==> src/rtl/alu_md_pkg.sv <==
// Shared op codes, FSM state encoding and decode helpers for the
// execute-stage ALU with its iterative multiply/divide engine.
package alu_md_pkg;

  localparam logic [4:0] OP_AND    = 5'b00000;
  localparam logic [4:0] OP_OR     = 5'b00001;
  localparam logic [4:0] OP_ADD    = 5'b00010;
  localparam logic [4:0] OP_XOR    = 5'b00011;
  localparam logic [4:0] OP_SLL    = 5'b00100;
  localparam logic [4:0] OP_SRL    = 5'b00101;
  localparam logic [4:0] OP_SUB    = 5'b00110;
  localparam logic [4:0] OP_SRA    = 5'b00111;
  localparam logic [4:0] OP_SLT    = 5'b01010;
  localparam logic [4:0] OP_SLTU   = 5'b01011;
  localparam logic [4:0] OP_MUL    = 5'b10000;
  localparam logic [4:0] OP_MULH   = 5'b10001;
  localparam logic [4:0] OP_MULHSU = 5'b10010;
  localparam logic [4:0] OP_MULHU  = 5'b10011;
  localparam logic [4:0] OP_DIV    = 5'b10100;
  localparam logic [4:0] OP_DIVU   = 5'b10101;
  localparam logic [4:0] OP_REM    = 5'b10110;
  localparam logic [4:0] OP_REMU   = 5'b10111;

  typedef enum logic [1:0] {ST_IDLE, ST_BUSY, ST_DONE} md_state_t;

  // Width-independent selector for the divide special-case result.
  typedef enum logic [1:0] {SP_ONES, SP_DIVIDEND, SP_MIN, SP_ZERO} md_special_t;

  function automatic logic is_md_op(input logic [4:0] ctrl);
    return ctrl[4];
  endfunction

  // Divide by zero: quotient all ones, remainder = dividend.
  // Signed overflow: quotient = MIN, remainder = 0.
  function automatic md_special_t md_special(input logic div_zero, input logic is_rem);
    if (div_zero) return is_rem ? SP_DIVIDEND : SP_ONES;
    return is_rem ? SP_ZERO : SP_MIN;
  endfunction

endpackage

==> src/rtl/alu_md_unit_md_iter_core.sv <==
// One-bit-per-cycle shift-add multiplier / restoring divider on unsigned
// magnitudes; step results are exposed so the final step can be captured directly.
module md_iter_core #(
  parameter int unsigned XLEN = 32
) (
  input  logic            sys_clk,
  input  logic            sys_arstn,
  input  logic            start,
  input  logic            run,
  input  logic            div_mode_in,
  input  logic [XLEN-1:0] mag_a,
  input  logic [XLEN-1:0] mag_b,
  output logic            done,
  output logic [XLEN-1:0] step_hi,
  output logic [XLEN-1:0] step_lo
);

  localparam int unsigned CW = $clog2(XLEN);

  logic [XLEN-1:0] hi_q, lo_q, b_q;
  logic [CW-1:0]   cnt_q;
  logic            div_mode_q;

  logic [XLEN:0]   mul_sum, div_trial, div_diff;

  always_comb begin
    mul_sum   = {1'b0, hi_q} + (lo_q[0] ? {1'b0, b_q} : '0);
    div_trial = {hi_q, lo_q[XLEN-1]};
    div_diff  = div_trial - {1'b0, b_q};
    if (div_mode_q) begin
      step_hi = div_diff[XLEN] ? div_trial[XLEN-1:0] : div_diff[XLEN-1:0];
      step_lo = {lo_q[XLEN-2:0], ~div_diff[XLEN]};
    end else begin
      step_hi = mul_sum[XLEN:1];
      step_lo = {mul_sum[0], lo_q[XLEN-1:1]};
    end
  end

  assign done = run & (cnt_q == '0);

  always_ff @(posedge sys_clk or negedge sys_arstn) begin
    if (!sys_arstn) begin
      hi_q       <= '0;
      lo_q       <= '0;
      b_q        <= '0;
      cnt_q      <= '0;
      div_mode_q <= 1'b0;
    end else if (start) begin
      hi_q       <= '0;
      lo_q       <= mag_a;
      b_q        <= mag_b;
      cnt_q      <= CW'(XLEN - 1);
      div_mode_q <= div_mode_in;
    end else if (run) begin
      hi_q <= step_hi;
      lo_q <= step_lo;
      if (cnt_q != '0) cnt_q <= cnt_q - 1'b1;
    end
  end

endmodule

==> src/rtl/alu_md_unit.sv <==
// Execute-stage ALU: combinational integer ops plus an iterative RV32M/RV64M
// multiply/divide sequenced by a three-state FSM that stalls through hold.
module alu_md_unit
  import alu_md_pkg::*;
#(
  parameter int unsigned XLEN = 32
) (
  input  logic            sys_clk,
  input  logic            sys_arstn,
  input  logic            flush,
  input  logic            op_valid,
  input  logic [4:0]      alu_ctrl,
  input  logic [XLEN-1:0] data_in_0,
  input  logic [XLEN-1:0] data_in_1,
  output logic [XLEN-1:0] result,
  output logic [1:0]      flag_result,
  output logic            result_valid,
  output logic            hold
);

  localparam int unsigned SHW = $clog2(XLEN);
  localparam logic [XLEN-1:0] MIN_VAL = {1'b1, {(XLEN-1){1'b0}}};

  md_state_t       state, state_nxt;
  logic [XLEN-1:0] alu_val, res_q, mag_a, mag_b, fixed_val, special_val;
  logic [XLEN-1:0] core_hi, core_lo;
  logic [SHW-1:0]  shamt;
  logic            accept, fast, div_zero, div_ovf, core_done;
  logic            op_div, op_rem, op_mulhi, a_sgn, b_sgn, a_neg, b_neg;
  logic            neg_q, div_q, rem_q, mulhi_q;

  assign shamt = data_in_1[SHW-1:0];

  always_comb begin
    alu_val = data_in_0 + data_in_1;
    case (alu_ctrl)
      OP_AND:  alu_val = data_in_0 & data_in_1;
      OP_OR:   alu_val = data_in_0 | data_in_1;
      OP_XOR:  alu_val = data_in_0 ^ data_in_1;
      OP_SLL:  alu_val = data_in_0 << shamt;
      OP_SRL:  alu_val = data_in_0 >> shamt;
      OP_SUB:  alu_val = data_in_0 - data_in_1;
      OP_SRA:  alu_val = $signed(data_in_0) >>> shamt;
      OP_SLT:  alu_val = {{(XLEN-1){1'b0}}, $signed(data_in_0) < $signed(data_in_1)};
      OP_SLTU: alu_val = {{(XLEN-1){1'b0}}, data_in_0 < data_in_1};
      default: alu_val = data_in_0 + data_in_1;
    endcase
  end

  // Decode and magnitude conversion for the op being accepted.
  always_comb begin
    op_rem   = (alu_ctrl == OP_REM) | (alu_ctrl == OP_REMU);
    op_div   = (alu_ctrl == OP_DIV) | (alu_ctrl == OP_DIVU) | op_rem;
    op_mulhi = (alu_ctrl == OP_MULH) | (alu_ctrl == OP_MULHSU) | (alu_ctrl == OP_MULHU);
    b_sgn    = (alu_ctrl == OP_MULH) | (alu_ctrl == OP_DIV) | (alu_ctrl == OP_REM);
    a_sgn    = b_sgn | (alu_ctrl == OP_MULHSU);
    a_neg    = a_sgn & data_in_0[XLEN-1];
    b_neg    = b_sgn & data_in_1[XLEN-1];
    mag_a    = a_neg ? -data_in_0 : data_in_0;
    mag_b    = b_neg ? -data_in_1 : data_in_1;
    div_zero = op_div & (data_in_1 == '0);
    div_ovf  = op_div & a_sgn & (data_in_0 == MIN_VAL) & (data_in_1 == '1);
    fast     = div_zero | div_ovf;
    accept   = (state == ST_IDLE) & op_valid & is_md_op(alu_ctrl) & ~flush;
    case (md_special(div_zero, op_rem))
      SP_ONES:     special_val = '1;
      SP_DIVIDEND: special_val = data_in_0;
      SP_MIN:      special_val = MIN_VAL;
      default:     special_val = '0;
    endcase
  end

  md_iter_core #(.XLEN(XLEN)) u_core (
    .sys_clk     (sys_clk),
    .sys_arstn   (sys_arstn),
    .start       (accept & ~fast),
    .run         ((state == ST_BUSY) & ~flush),
    .div_mode_in (op_div),
    .mag_a       (mag_a),
    .mag_b       (mag_b),
    .done        (core_done),
    .step_hi     (core_hi),
    .step_lo     (core_lo)
  );

  // Sign fix-up works on the final step output so DONE follows the last BUSY cycle directly.
  always_comb begin
    logic [2*XLEN-1:0] prod;
    prod = neg_q ? -{core_hi, core_lo} : {core_hi, core_lo};
    if (div_q)        fixed_val = neg_q ? -(rem_q ? core_hi : core_lo) : (rem_q ? core_hi : core_lo);
    else if (mulhi_q) fixed_val = prod[2*XLEN-1:XLEN];
    else              fixed_val = prod[XLEN-1:0];
  end

  always_ff @(posedge sys_clk or negedge sys_arstn) begin
    if (!sys_arstn) begin
      res_q   <= '0;
      neg_q   <= 1'b0;
      div_q   <= 1'b0;
      rem_q   <= 1'b0;
      mulhi_q <= 1'b0;
    end else if (accept) begin
      neg_q   <= op_rem ? a_neg : (a_neg ^ b_neg);
      div_q   <= op_div;
      rem_q   <= op_rem;
      mulhi_q <= op_mulhi;
      if (fast) res_q <= special_val;
    end else if (core_done) begin
      res_q <= fixed_val;
    end
  end

  always_ff @(posedge sys_clk or negedge sys_arstn) begin
    if (!sys_arstn) state <= ST_IDLE;
    else            state <= state_nxt;
  end

  always_comb begin
    state_nxt = state;
    if (flush) begin
      state_nxt = ST_IDLE;
    end else begin
      case (state)
        ST_IDLE: if (accept) state_nxt = fast ? ST_DONE : ST_BUSY;
        ST_BUSY: if (core_done) state_nxt = ST_DONE;
        ST_DONE: state_nxt = ST_IDLE;
        default: state_nxt = ST_IDLE;
      endcase
    end
  end

  always_comb begin
    hold         = ~flush & (((state == ST_IDLE) & op_valid & alu_ctrl[4]) | (state == ST_BUSY));
    result_valid = (state == ST_DONE) | (op_valid & ~alu_ctrl[4]);
    result       = (state == ST_DONE) ? res_q : alu_val;
    flag_result  = {result == '0, result[XLEN-1]};
  end

endmodule

==> config.mk <==
export PLATFORM = sky130hd
export DESIGN_NAME = alu_md_unit
export DESIGN_NICKNAME = d
export VERILOG_FILES = /design/src/rtl/alu_md_pkg.sv /design/src/rtl/alu_md_unit_md_iter_core.sv /design/src/rtl/alu_md_unit.sv
export SDC_FILE = /design/constraint.sdc
export NUM_CORES = 1
export LEC_CHECK = 0
export ABC_CLOCK_PERIOD_IN_PS = 10100
export CAP_MARGIN = 20
export CORE_MARGIN = 3
export CORE_UTILIZATION = 25
export CTS_CLUSTER_SIZE = 40
export DETAILED_ROUTE_END_ITERATION = 16
export GPL_ROUTABILITY_DRIVEN = 1
export PLACE_DENSITY_LB_ADDON = 0.12
export SYNTH_ARGS = -nofsm -noshare
export SYNTH_HDL_FRONTEND = slang
export SYNTH_SLANG_ARGS = --single-unit
==> constraint.sdc <==
create_clock -name sys_clk -period 10.1 [get_ports sys_clk]
set_input_delay 1.515 -clock sys_clk [delete_from_list [all_inputs] [get_ports sys_clk]]
set_output_delay 1.515 -clock sys_clk [all_outputs]
set_load 0.02 [all_outputs]
==> results of run 1 <==
## logic make-up after synthesis
family	Yosys count	synth area share
AO/OA/AOI/OAI	1205	0.3079
XOR/XNOR	196	0.06750
adder cells (fa/ha/maj)	172	0.08580
buffers and inverters	443	0.07257
flip-flops	140	0.1378
multiplexers	179	0.1026
AND/OR/NAND/NOR	1223	0.2259
## layout make-up
class                           instances  share of cell area
Timing Repair Buffer                  225             0.06854
Tap cell                             1357             0.05943
Clock buffer                           17             0.01489
Antenna cell                            2           0.0001752
Sequential cell                       140              0.1228
Inverter                              174             0.02286
Multi-Input combinational cell       2975              0.7050
Clock inverter                         15            0.006262
## metal layers
layer,track usage,share of wire,up-vias
li1,-,-,13112
met2,0.4151,0.46,1086
met4,0.1034,0.044,0
met3,0.02340,0.052,208
met5,0,0,-
met1,0.3411,0.45,13956
## critical path, stage by stage
cell and delay, ns:
clkdlybuf4s50_1 0.82, inv_1 0.19, ha_1 0.48, inv_1 0.11
o21a_1 0.15, o32ai_1 0.77, o21ai_0 0.34, a311o_2 0.47
and2_1 0.16, o21ai_0 0.14, o311ai_0 0.25, or2b_2 0.41
a2111oi_0 0.37, or4b_1 0.51, or4_1 0.50, nor4_2 0.29
clkdlybuf4s50_1 0.65
## how the worst max path moves through the flow
stage | from | end | slack (ns) | cells after the start
2_1_floorplan | data_in_1[2] | flag_result[1] | 0.52 | 22
3_3_place_gp | data_in_0[0] | flag_result[1] | 0.47 | 20
3_5_place_dp | data_in_0[0] | flag_result[1] | 0.55 | 20
4_1_cts | data_in_0[0] | flag_result[1] | 0.49 | 20
5_1_grt | data_in_0[0] | flag_result[1] | 0.14 | 20
6_report | data_in_0[4] | flag_result[1] | 0.44 | 17
## Yosys cell counts (17+ instances only)
master	count
buf_2	24
xor2_1	45
ha_1	168
or2_2	18
a21o_1	36
o221ai_1	31
o31ai_1	30
nor2_1	378
o21bai_1	17
and2_1	54
o211ai_1	44
inv_1	169
nor3_1	99
nor2b_1	27
or3_1	31
a21oi_1	280
nand4_1	51
nand2_1	333
mux4_2	56
and3_1	22
clkbuf_1	194
mux2_2	28
a22oi_1	29
o22ai_1	19
a2111oi_0	19
a221oi_1	28
xnor2_1	151
a211oi_1	46
buf_1	28
o21ai_0	330
a211o_1	25
dfrtp_1	140
nand2b_1	24
a31oi_1	66
nand3_1	101
mux2i_1	90
o21a_1	27
nor4_1	27
## per-stage QoR
step,setup WS [ns],hold slack [ns],area [um2],instances
final,0.4446,0.5167,28570,4905
after global routing,0.1418,0.5385,28570,4903
after CTS,0.4900,0.5076,28570,4903
after detailed placement,0.5472,0.4853,27960,4871
after global placement,0.4726,0.4790,27960,4871
after floorplan,0.5188,0.4575,25430,3558
## power groups by stage
stage	logic [mW]	registers [mW]	clock network, mW
2_1_floorplan	2.88	0.820	0
5_1_grt	4.69	0.946	0.729
3_5_place_dp	4.23	0.929	0
6_report	4.33	0.924	0.695
3_3_place_gp	4.28	0.929	0
4_1_cts	4.26	0.918	0.708
## state kept, by name (all words and copies together) (netlist names)
| register | flops |
|---|---|
| u_core.hi_q | 32 |
| mulhi_q | 1 |
| u_core.b_q | 32 |
| u_core.cnt_q | 5 |
| rem_q | 1 |
| neg_q | 1 |
| state | 2 |
| div_q | 1 |
| res_q | 32 |
| u_core.div_mode_q | 1 |
| u_core.lo_q | 32 |
## layout by cell type (no fill, tap or decap), drive strengths merged, types with 90 or more instances in the layout
| cell | Yosys | layout |
|---|---|---|
| buf | 74 | 124 |
| clkdlybuf4s50 | 0 | 101 |
| mux2i | 90 | 90 |
| a21oi | 280 | 280 |
| inv | 170 | 179 |
| o21ai | 334 | 334 |
| nor3 | 100 | 100 |
| xnor2 | 151 | 151 |
| ha | 168 | 168 |
| nand3 | 101 | 101 |
| nor2 | 378 | 378 |
| nand2 | 333 | 333 |
| dfrtp | 140 | 140 |
==> reports/summary.log, run 1 <==
[critical_path] launch point of the worst reg-to-reg path u_core.lo_q[31]
[routing] post-detailed-route via-to-cell ratio 5.782
[routing] Iter 0 DRT Violations 2,980
[critical_path] end of the worst register-to-register path res_q[22]
[pwr] total leakage power 11.37 nW
[synthesis] share of the synthesized area in the top cell type 0.1378
[synthesis] mean instance size in the synthesized netlist 7.148 um2
[sta] Setup Viol. Count Final 0
[critical_path] Data required, critical path 8.59 ns
[sta] final critical path time including I/O delays and setup 9.655 ns
[grt] global router's overall resource usage 0.2532
[clock_tree] Post-CTS Setup Repair Bufs 0
[clock_tree] TritonCTS clock tree yes
[finish] post-synthesis to final-layout area growth 12.34%
[floorplanning] number of top-level pins 109
[clock_tree] cts-stage hold buffer count 0
[finish] multi-input gate area in the final layout 20,140 um2
[synthesis] count of mapped cells out of synthesis 3,558
[sta] Final Hold Violating Endpoints 0
[floorplanning] width of the die 324.9 um
[routing] Total Wirelength 139,600 um
[critical_path] arrival time worst endpoint 8.14 ns
[synthesis] share of synthesized registers carrying an async set or reset 1.000
[sta] Tcrit/Tclk final 0.9560
[pwr] register share of total power 0.155
[grt] initial antenna violation count 2
[synthesis] synth unique cells 100
[run] number of max-cap violations 0
[clock_tree] total clock buffers created by CTS 17
[finish] sequential cell area 3510 um2
[routing] residual antenna-violating net count after detailed routing 0
[synthesis] number of storage elements in the synthesis netlist 140
[clock_tree] Root Driver clkbuf_16
[placed_design] sum of net half-perimeters after detailed placement 111,800 um
[routing] DRC violation count after routing 0
[pwr] total power 5.949 mW
[pwr] share of total power in the clock network 0.117
[synthesis] largest area contributor in the netlist dfrtp_1
[pwr] Pwr per Cell Area 208.2 nW/um2
[finish] fill cell count 11,284
[hold_path] end of the worst hold path res_q[15]
[synthesis] net count after synthesis 3,803
[sta] RSZ-0062 raised after global routing no
[critical_path] Crit. End Element output port
[pwr] largest voltage drop on the vdd net 0.1040 mV
[pwr] share of total power consumed by net switching 0.5628
[clock_tree] clock transition at the register clock pins on the worst setup and hold paths after CTS 0.07 ns
[synthesis] Netlist Area Pre-Place 25,430 um2
[critical_path] category of the critical setup timing path input port to output port
[sta] fmax 103.6 MHz
[placed_design] number of buffer cells added on primary ports 108
[clock_tree] number of sinks on the clock net 140
[sta] sum of negative setup slack 0 ns
[floorplanning] DIE AREA 105,600 um2
[synthesis] portion of the post-synthesis area used by sequential elements 0.1378
[synthesis] Most used DFF post-synth dfrtp_1
[floorplanning] core outline area 100,400 um2
[run_status] outcome completed
[synthesis] Yosys Warn Count 0
[floorplanning] initial core utilization 0.2532
[hold_path] launch instance of the worst min-delay path res_q[15]
[pwr] Logic pwr share 0.728
[placed_design] placer congestion estimate 1.016
[critical_path] crit path launch type input port
[sta] slew at the pin closest to its max-slew limit 1.247 ns
[clock_tree] Clock Tree Buf Depth 2
[routing] detailed-route wire length per cell 28.47 um
[critical_path] biggest fanout along the worst timing path 11
[clock_tree] clock network latency to the later pin of the worst-skew pair 0.46 ns
[routing] Pre-Repair DR Iteration Count 6
[clock_tree] maximum level of the CTS H-tree 4
[grt] largest net degree at the start of global routing 84
[pwr] cell internal power dissipation 2.601 mW
[grt] first-pass GRT wire length 200,100 um
[sta] Final Max Tran Viols 0
[hold_path] number of instances on the worst hold path 1
[routing] total number of vias 28,362
[critical_path] Worst Reg2Reg Path Length in Cells 21
[grt] remaining global-route overflow 0
[sta] worst clock skew on the final layout 0.02133 ns
[synthesis] EDFF count, synth 0
[critical_path] reg-to-reg setup timing slack 2.70 ns
[clock_tree] Post-CTS Resized 0
[finish] layout cells sized above 1 0.08658
[finish] Net count, final 3,778
[sta] Relative slew margins 0.1576
[hold_path] path type of the worst min-delay path register to register
[finish] utilization after layout 0.2845
[pwr] Switch Pwr 3.348 mW
[floorplanning] die height 324.9 um
[synthesis] top post-synthesis cells by area dfrtp_1 (14%), ha_1 (8.3%), o21ai_0 (6.5%)
[floorplanning] Std-Cell Rows 116
[grt] via count of the first global-routing pass 27,472
(Power assumes the default switching activity.)
==> run 2: changes to the inputs <==
--- a/config.mk
+++ b/config.mk
@@ -8,4 +8,5 @@
 export ABC_CLOCK_PERIOD_IN_PS = 10100
 export CAP_MARGIN = 20
+export CORE_ASPECT_RATIO = 1.1
 export CORE_MARGIN = 3
 export CORE_UTILIZATION = 25
==> constraint.sdc (replaced) <==
create_clock -name sys_clk -period 10.1 [get_ports sys_clk]
set_input_delay 2.02 -clock sys_clk [delete_from_list [all_inputs] [get_ports sys_clk]]
set_output_delay 2.02 -clock sys_clk [all_outputs]
set_load 0.02 [all_outputs]
==> reports/summary.log, run 2 (synthesis results as in run 1) <==
[critical_path] reg-to-reg setup timing slack 2.51 ns [-0.19 ns]
[sta] slew at the pin closest to its max-slew limit 1.159 ns [-0.08777 ns]
[routing] highest metal used met4
[grt] largest net degree at the start of global routing 81 [-3.6%]
[finish] post-synthesis to final-layout area growth 16.58%
[clock_tree] number of sinks on the clock net 140 [unchanged]
[routing] met2 layer wire length in the routed design 67,360 um [+5.5%]
[finish] most common library cell in the layout ignoring fill and taps nor2_1
[placed_design] number of instances in the placed design 4,960 [+1.8%]
[run] number of max-cap violations 0 [unchanged]
[sta] Relative slew margins 0.2204 [+0.06272]
[clock_tree] clock transition at the register clock pins on the worst setup and hold paths after CTS 0.06 ns [about the same]
[finish] sequential cell area 3510 um2 [unchanged]
[pwr] Pwr per Cell Area 203.5 nW/um2 [-2.2%]
[placed_design] placer congestion estimate 1.038 [+2.2%]
[critical_path] crit path launch type input port
[sta] Setup Viol. Count Final 0 [unchanged]
[routing] DRC violation count after routing 0 [unchanged]
[grt] initial antenna violation count 2 [unchanged]
[routing] detailed-route wire length per cell 28.30 um [-0.59%]
[critical_path] Worst Reg2Reg Path Length in Cells 22 [+4.8%]
[floorplanning] Std-Cell Rows 122 [+5.2%]
[routing] WL met1 61,130 um [-2.0%]
[grt] global router's overall resource usage 0.2604 [+0.007241]
[floorplanning] initial core utilization 0.2524 [-0.0007799]
[sta] RSZ-0062 raised after global routing no
[finish] multi-input gate area in the final layout 20,150 um2 [about the same]
[routing] met3 wirelength from detailed routing 5723 um [-21%]
[clock_tree] maximum level of the CTS H-tree 4 [unchanged]
[clock_tree] Clock Tree Buf Depth 2 [unchanged]
[finish] utilization after layout 0.2943 [+0.009817]
[grt] via count of the first global-routing pass 28,608 [+4.1%]
[floorplanning] core outline area 100,700 um2 [+0.31%]
[critical_path] Data required, critical path 8.08 ns [-0.51 ns]
[sta] hold slack final 0.5122 ns [-0.004544 ns]
[sta] Final Max Tran Viols 0 [unchanged]
[critical_path] category of the critical setup timing path input port to output port
[grt] remaining global-route overflow 0 [unchanged]
[pwr] largest voltage drop on the vdd net 0.1458 mV [+40%]
[routing] residual antenna-violating net count after detailed routing 0 [unchanged]
[sta] Final Hold Violating Endpoints 0 [unchanged]
[sta] final critical path time including I/O delays and setup 9.691 ns [+0.03590 ns]
[sta] worst clock skew on the final layout 0.01289 ns [-0.008442 ns]
[clock_tree] clock network latency to the later pin of the worst-skew pair 0.47 ns [about the same]
[routing] total number of vias 28,985 [+2.2%]
[routing] post-detailed-route via-to-cell ratio 5.803 [+0.36%]
[placed_design] number of buffer cells added on primary ports 108 [unchanged]
[placed_design] sum of net half-perimeters after detailed placement 114,300 um [+2.3%]
[run_status] outcome completed
[finish] fill cell count 11,185 [-0.88%]
[finish] post-route insts no fill 4,995 [+1.8%]
[clock_tree] total clock buffers created by CTS 17 [unchanged]
[clock_tree] Root Driver clkbuf_16
[clock_tree] TritonCTS clock tree yes
[finish] layout cells sized above 1 0.1222 [+0.03561]
[routing] Pre-Repair DR Iteration Count 6 [unchanged]
[floorplanning] DIE AREA 105,600 um2 [about the same]
[floorplanning] number of top-level pins 109 [unchanged]
[pwr] total leakage power 12.11 nW [+6.5%]
[finish] Net count, final 3,923 [+3.8%]
[critical_path] Crit. End Element output port
[hold_path] path type of the worst min-delay path register to register
[grt] first-pass GRT wire length 203,700 um [+1.8%]
[routing] Total Wirelength 141,400 um [+1.2%]
[routing] Iter 0 DRT Violations 2,884 [-3.2%]
[critical_path] arrival time worst endpoint 7.67 ns [-0.47 ns]
[sta] fmax 103.2 MHz [-0.37%]
[floorplanning] width of the die 310.1 um [-4.6%]
[sta] Tcrit/Tclk final 0.9595 [+0.003554]
[critical_path] biggest fanout along the worst timing path 2 [-9]
[floorplanning] die height 340.5 um [+4.8%]
[finish] highest-count cells in the layout ignoring fill and taps nor2_1 (376), nand2_1 (331), o21ai_0 (330)
[hold_path] number of instances on the worst hold path 1 [unchanged]
## run 2: cell count changes in the layout (fill, tap and decap cells not counted), moves of 2 or more
cell	before	now
buf_12	2	4
buf_4	116	258
bufinv_16	2	4
clkinv_2	1	3
dlymetal6s2s_1	0	2
inv_6	5	2
inv_8	4	0
## run 2: path summary, 6_finish.rpt
check,to,start
min in group asynchronous,u_core.hi_q[0],sys_arstn
max in group asynchronous,u_core.div_mode_q,sys_arstn
hold / removal,res_q[20],res_q[20]
setup reg to reg,res_q[30],u_core.lo_q[31]
setup / recovery,flag_result[1],data_in_0[1]
hold reg to reg,res_q[20],res_q[20]
## run 2: worst max-delay path, stage by stage
cell and delay, ns:
clkdlybuf4s50_1 0.48, inv_1 0.07, ha_1 0.32, o21ba_2 0.21, o21ai_0 0.25, or3_1 0.16, o21ai_0 0.10, or4_1 0.42
a221oi_1 0.31, o31ai_1 0.15, or4b_1 0.50, or4_1 0.49, a2111oi_2 0.32, buf_4 0.18, nand4bb_1 0.09, or4b_1 0.53
or4_1 0.54, nor4_4 0.28, dlymetal6s2s_1 0.25
## run 2: final cells by class
type,count,share of cell area
multi-input combinational,2975,0.6796
sequential,140,0.1184
timing repair buffer,370,0.1039
tap,1302,0.05495
inverter,174,0.02203
clock buffer,18,0.01448
clock inverter,14,0.006541
antenna,2,0.0001688
## run 2: metal layers
metal / track usage / up-vias
li1: - / 13411
met1: 0.3413 / 14273
met2: 0.4415 / 1071
met3: 0.01328 / 230
met4: 0.1148 / 0
met5: 0 / -
## run 2: metrics by stage
stage                     setup WS, ns  setup TNS [ns]  cell area, um2  power, mW
after floorplan               0.003205               0           25440      3.697
after global placement       0.0009477               0           29000      5.246
after detailed placement      -0.01546        -0.01546           29000      5.212
after CTS                      0.01990               0           29630      5.960
after global routing            0.1314               0           29640      6.461
final                           0.4087               0           29650      6.034
## run 2: timing repair
item,CTS,global route
hold buffers,0,0
setup endpoints to repair,1,1
buffers inserted,0,0
hold endpoints to repair,0,0
resized for setup,1,1
## run 2: report_power, final
group	switching, mW	total, mW	internal [mW]
Sequential	0.215	0.915	0.700
Combinational	2.83	4.41	1.58
Clock	0.294	0.708	0.414
Total	3.34	6.03	2.69
